### src/rtl/csr_exec_unit.sv
// CSR execution stage: S1 packet register, S2 execute/writeback against the machine-mode CSR file.
// Optional macro CSR_COUNTERS_EN adds mcycle (0xB00) and minstret (0xB02).
module csr_exec_unit #(
  parameter int unsigned     PHY_W     = 8,
  parameter int unsigned     XLEN      = 32,
  parameter logic [XLEN-1:0] MTVEC_RST = 32'h0000_0100
) (
  input  logic             clk,
  input  logic             reset,
  input  logic [129:0]     issue_pkt,
  output logic [PHY_W-1:0] prf_raddr,
  input  logic [XLEN-1:0]  prf_rdata,
  input  logic             exception_sig,
  input  logic [XLEN-1:0]  exception_pc,
  input  logic [XLEN-1:0]  exception_cause,
  input  logic             mret_sig,
  output logic             CSR_done,
  output logic [PHY_W-1:0] CSR_phy,
  output logic [XLEN-1:0]  CSR_result,
  output logic [31:0]      CSR_inst_num,
  output logic             csr_illegal,
  output logic [XLEN-1:0]  csr_mepc,
  output logic [XLEN-1:0]  csr_mtvec
);

  typedef struct packed {
    logic [PHY_W-1:0] src;
    logic [31:0]      inst_num;
    logic [PHY_W-1:0] rd;
    logic [3:0]       aluop;
    logic             alusrc2;
    logic [11:0]      addr;
    logic [4:0]       zimm;
  } uop_t;

  uop_t            issue_uop, s1_uop, s2_uop;
  logic            s1_valid, s2_valid;
  logic [XLEN-1:0] s2_rdata;
  logic [XLEN-1:0] mstatus, mtvec, mscratch, mepc, mcause;
`ifdef CSR_COUNTERS_EN
  logic [XLEN-1:0] mcycle, minstret;
`endif
  logic            flush, fire, hit, wr_req, wr_en;
  logic [XLEN-1:0] old_val, src_val, wr_data;

  // csr_data and the upper immediate bits are not needed by this stage
  logic unused_pkt_bits;
  assign unused_pkt_bits = &{1'b0, issue_pkt[75:44], issue_pkt[31:5]};

  assign flush     = exception_sig | mret_sig;
  assign fire      = s2_valid & ~flush;
  assign prf_raddr = s1_uop.src;
  assign csr_mepc  = mepc;
  assign csr_mtvec = mtvec;

  always_comb begin
    issue_uop          = '0;
    issue_uop.src      = issue_pkt[128:121];
    issue_uop.inst_num = issue_pkt[120:89];
    issue_uop.rd       = issue_pkt[88:81];
    issue_uop.aluop    = issue_pkt[80:77];
    issue_uop.alusrc2  = issue_pkt[76];
    issue_uop.addr     = issue_pkt[43:32];
    issue_uop.zimm     = issue_pkt[4:0];
  end

  // S1/S2 pipeline registers; any flush kills both stages and the incoming packet
  always_ff @(posedge clk or negedge reset) begin
    if (!reset) begin
      s1_valid <= 1'b0;
      s1_uop   <= '0;
      s2_valid <= 1'b0;
      s2_uop   <= '0;
      s2_rdata <= '0;
    end else begin
      s1_valid <= issue_pkt[129] & ~flush;
      if (issue_pkt[129]) s1_uop <= issue_uop;
      s2_valid <= s1_valid & ~flush;
      s2_uop   <= s1_uop;
      s2_rdata <= prf_rdata;
    end
  end

  // CSR read decode
  always_comb begin
    old_val = '0;
    hit     = 1'b1;
    case (s2_uop.addr)
      12'h300: old_val = mstatus;
      12'h305: old_val = mtvec;
      12'h340: old_val = mscratch;
      12'h341: old_val = mepc;
      12'h342: old_val = mcause;
`ifdef CSR_COUNTERS_EN
      12'hB00: old_val = mcycle;
      12'hB02: old_val = minstret;
`endif
      default: hit = 1'b0;
    endcase
  end

  assign src_val = s2_uop.alusrc2 ? XLEN'(s2_uop.zimm) : s2_rdata;

  // RS/RC with a zero mask never write
  always_comb begin
    wr_req  = 1'b0;
    wr_data = old_val;
    case (s2_uop.aluop)
      4'h1: begin wr_req = 1'b1;       wr_data = src_val;            end
      4'h2: begin wr_req = |src_val;   wr_data = old_val | src_val;  end
      4'h3: begin wr_req = |src_val;   wr_data = old_val & ~src_val; end
      default: ;
    endcase
  end

  assign wr_en = fire & hit & wr_req;

  always_ff @(posedge clk or negedge reset) begin
    if (!reset) begin
      CSR_done     <= 1'b0;
      csr_illegal  <= 1'b0;
      CSR_phy      <= '0;
      CSR_result   <= '0;
      CSR_inst_num <= '0;
    end else begin
      CSR_done    <= fire;
      csr_illegal <= fire & ~hit;
      if (fire) begin
        CSR_phy      <= s2_uop.rd;
        CSR_result   <= old_val;
        CSR_inst_num <= s2_uop.inst_num;
      end
    end
  end

  // CSR file; later assignments win, so trap state overrides and writes override counting
  always_ff @(posedge clk or negedge reset) begin
    if (!reset) begin
      mstatus  <= '0;
      mtvec    <= MTVEC_RST;
      mscratch <= '0;
      mepc     <= '0;
      mcause   <= '0;
`ifdef CSR_COUNTERS_EN
      mcycle   <= '0;
      minstret <= '0;
`endif
    end else begin
`ifdef CSR_COUNTERS_EN
      mcycle <= mcycle + XLEN'(1);
      if (fire) minstret <= minstret + XLEN'(1);
`endif
      if (wr_en) begin
        case (s2_uop.addr)
          12'h300: mstatus  <= wr_data;
          12'h305: mtvec    <= wr_data;
          12'h340: mscratch <= wr_data;
          12'h341: mepc     <= {wr_data[XLEN-1:2], 2'b00};
          12'h342: mcause   <= wr_data;
`ifdef CSR_COUNTERS_EN
          12'hB00: mcycle   <= wr_data;
          12'hB02: minstret <= wr_data;
`endif
          default: ;
        endcase
      end
      if (exception_sig) begin
        mepc   <= exception_pc;
        mcause <= exception_cause;
      end
    end
  end

endmodule

### config.mk
export PLATFORM = sky130hd
export DESIGN_NAME = csr_exec_unit
export DESIGN_NICKNAME = d
export VERILOG_FILES = /design/src/rtl/csr_exec_unit.sv
export SDC_FILE = /design/constraint.sdc
export NUM_CORES = 1
export LEC_CHECK = 0
export CORE_ASPECT_RATIO = 1.1
export CORE_UTILIZATION = 33
export CTS_CLUSTER_DIAMETER = 50
export DETAILED_ROUTE_END_ITERATION = 16
export GPL_ROUTABILITY_DRIVEN = 1
export SLEW_MARGIN = 25
export SYNTH_ARGS = -nofsm -noshare
export SYNTH_HDL_FRONTEND = slang
export SYNTH_SLANG_ARGS = --single-unit
### constraint.sdc
create_clock -name clk -period 2.4 [get_ports clk]
set_clock_uncertainty 0.2 [all_clocks]
set_input_delay 0.6 -clock clk [delete_from_list [all_inputs] [get_ports clk]]
set_output_delay 0.6 -clock clk [all_outputs]
set_load 0.02 [all_outputs]
==> qor.yml <==
die_area_um2: 50800
cts_tree: "yes"
hold_path_class: "reg2reg"
post-route-period-util_pct: 99.0
drtAntennaViolNets: 0
worstSetupEndpointType: "flop"
hold_viol: 0
coreArea_um2: 49100
yosys-top-cells-count: "399 x dfrtp_1, 261 x nand2_1, 96 x mux2_2"
ys_ff_latch: 400
synth.most_common_cell: "dfrtp_1"
combPwrFrac_pct: 14.2
rsz0062_at_grt: "true"
pwr-share-seq_pct: 44.2
p_per_area_nw_per_um2: 714
grt_pass1_wl_um: 81500
drive_gt1_share_pct: 23.1
worstMarginPinSlew_ns: 0.682
syn_nets: 1659
synth_top_area_share_pct: 60.6
routed_wl_um: 54500
h-tree-depth: 2
ys_warn_count: 0
drc_errors: 0
maxCapViolCount: 0
num-nets-final: 2091
placed_cell_area_um2: 21400
clkPwrFrac_pct: 41.6
vias_per_cell: 5.14
grt-ovfl-total: 0
synth-edff-count: 0
fin_crit_ns: 2.38
fmax_mhz: 421
final.fill_count: 4503
synth.avg_cell_area_um2: 11.5
floorplan.initialDensity_pct: 33.5
grt_pass1_vias: 13538
dpl.hpwl_um: 36600
crit_path_max_fanout: 7
clk_latency_ns: 0.57
grt_max_degree: 124
synth_area_leaders: "dfrtp_1 61%, mux2_2 6.6%, nand2_1 5.9%"
power_w: 0.0169
wire_per_inst_um: 21.4
max-slew-margin-rel_pct: 54.5
grtUsageTotal_pct: 21.1
drt_iter0_markers: 996
critPathArrivalTime_ns: 2.62
outcome: "completed"
p_int_w: 0.0126
clock_sinks: 400
drt_first_pass_iters: 8
io_pins: 376
synth_area_leader_cell: "dfrtp_1"
clockBufferDepth: 3
p_leak_nw: 10.7
slew_violations: 0
setup_viol: 0
fin_setup_tns_ns: 0
cp_common_cell: "buf_4"
crit_path_max_incr_delay_ns: 0.44
vdd_drop_max_v: 0.000553
die-width_um: 215
diodes: 0
cts_root_buf: "clkbuf_16"
post-place-cells: 2431
synthArstFlopShare_pct: 100
critPathRequiredTime_ns: 2.64
slowest_stage: "dfrtp_1"
synthCells: 1429
netlist_area_um2: 16500
clk_pin_slew_ns: 0.06
placement.io_buffers: 316
vias: 13100
synth_seq_area_share_pct: 60.8
synthFlopType: "dfrtp_1"
fin_cells: 2549
numCtsBuffers: 45
switching_share_pct: 25.8
worst-setup-path-type: "reg2reg"
cp-start-kind: "flop"
power_switching_w: 0.00436
crit_chain: "nor4_2, buf_4, and4_4, buf_6, a2111oi_4, buf_4, nor2_4, clkbuf_16, o21ai_1"
antenna_found_initial: 8
final_cell_area_um2: 23700
synth_cell_types: 59
die_h_um: 236
gp_congestion: 0.820
area_growth_pct: 43.8
std_cell_rows: 85
[final cells by class]
| type | count | area (um2) | share of cell area [%] |
|---|---|---|---|
| Sequential cell | 400 | 10000 | 42.3 |
| Multi-Input combinational cell | 881 | 6090 | 25.7 |
| Timing Repair Buffer | 490 | 5070 | 21.4 |
| Clock buffer | 64 | 1320 | 5.57 |
| Tap cell | 652 | 816 | 3.44 |
| Clock inverter | 19 | 205 | 0.866 |
| Inverter | 43 | 163 | 0.687 |
[layout by cell type, fill, tap and decap left out, types with 5 or more instances in the layout]
master	netlist	layout
a22oi_1	60	50
a221oi_1	8	5
a222oi_1	23	23
o22ai_1	8	8
buf_6	9	10
clkbuf_16	0	52
nor2_1	28	23
nand3b_1	10	10
nor2_2	2	5
dlymetal6s2s_1	0	21
o21ai_1	71	74
clkbuf_1	44	9
o21ai_2	11	19
clkdlybuf4s50_1	0	219
mux2i_1	43	43
a22o_1	33	33
buf_4	18	118
clkbuf_8	0	8
mux2_2	96	92
a21oi_1	40	36
nand2_1	261	260
clkinv_2	1	8
nand2b_1	21	21
o21ai_0	91	77
dfrtp_1	399	395
dlygate4sd2_1	0	72
buf_12	0	39
and2_1	6	5
inv_1	42	42
a22oi_2	0	10
o211ai_1	14	14
[power by group through the flow]
stage / clock network, W / logic [W] / registers, W
final: 0.00704 / 0.00241 / 0.00747
after global placement: 0 / 0.00229 / 0.00756
after floorplan: 0 / 0.000894 / 0.00766
after CTS: 0.00723 / 0.00229 / 0.00747
after detailed placement: 0 / 0.00231 / 0.00758
after global routing: 0.00749 / 0.00257 / 0.00752
[flip-flops by register name, indices dropped and copies added (netlist names)]
register and cells:
mstatus 32, mcause 32, s1_uop 62, CSR_phy 8
s2_uop 62, CSR_inst_num 32, CSR_done 1, s1_valid 1
prf_raddr 8, s2_valid 1, CSR_result 32, csr_mepc 32
mscratch 32, csr_illegal 1, csr_mtvec 32, s2_rdata 32
[final timing paths]
path	from	slack [ns]	depth (start not counted)	to
setup / recovery	s2_rdata[24]	0.02	9	csr_mepc[30]
hold / removal	s1_uop[23]	0.17	0	s2_uop[23]
setup reg to reg	s2_rdata[24]	0.02	9	csr_mepc[30]
hold reg to reg	s1_uop[23]	0.17	0	s2_uop[23]
max in group asynchronous	reset	0.87	3	mcause[26]
min in group asynchronous	reset	0.46	3	csr_mepc[9]
[layer usage]
layer  up-vias  GRT usage, %  routed length [um]
met5         -             0                 103
met3       121          7.20                5300
met1      6514          25.8               21500
li1       5903             -                   -
met4        14          7.78                1650
met2       548          34.3               25900
[worst max-delay path: cells and delay by family (launching register included)]
| family | cells | cell delay, ns |
|---|---|---|
| AOI/OAI and AO/OA | 2 | 0.14 |
| and+or+nand+nor | 3 | 0.83 |
| DFF | 1 | 0.44 |
| buffers and inverters | 4 | 0.65 |
[logic make-up (layout without fill, tap and decap cells)]
family / count (synthesis) / after routing / synth area share [%]
compound gates: 375 / 375 / 15.3
buf+inv: 148 / 616 / 4.52
flops: 400 / 400 / 60.8
mux: 139 / 139 / 9.18
simple gates: 367 / 367 / 10.2
[stage by stage]
stage          setup WS [ns]  hold slack, ns  util, %
6_report              0.0229           0.169     48.2
5_1_grt              -0.0622           0.178     48.2
4_1_cts            0.0000762           0.173     46.8
3_5_place_dp          -0.513           0.160     43.5
3_3_place_gp          -0.488           0.156     43.5
2_1_floorplan         0.0143           0.104        -
[timing repair]
item / 4_1_cts / 5_1_grt
pin swaps: 8 / 57
buffers inserted: 8 / 22
cloned: 1 / 5
setup endpoints to repair: 217 / 171
hold buffers: 1 / 0
resized for setup: 90 / 101
hold endpoints to repair: 170 / 0
(Power assumes the default switching activity.)
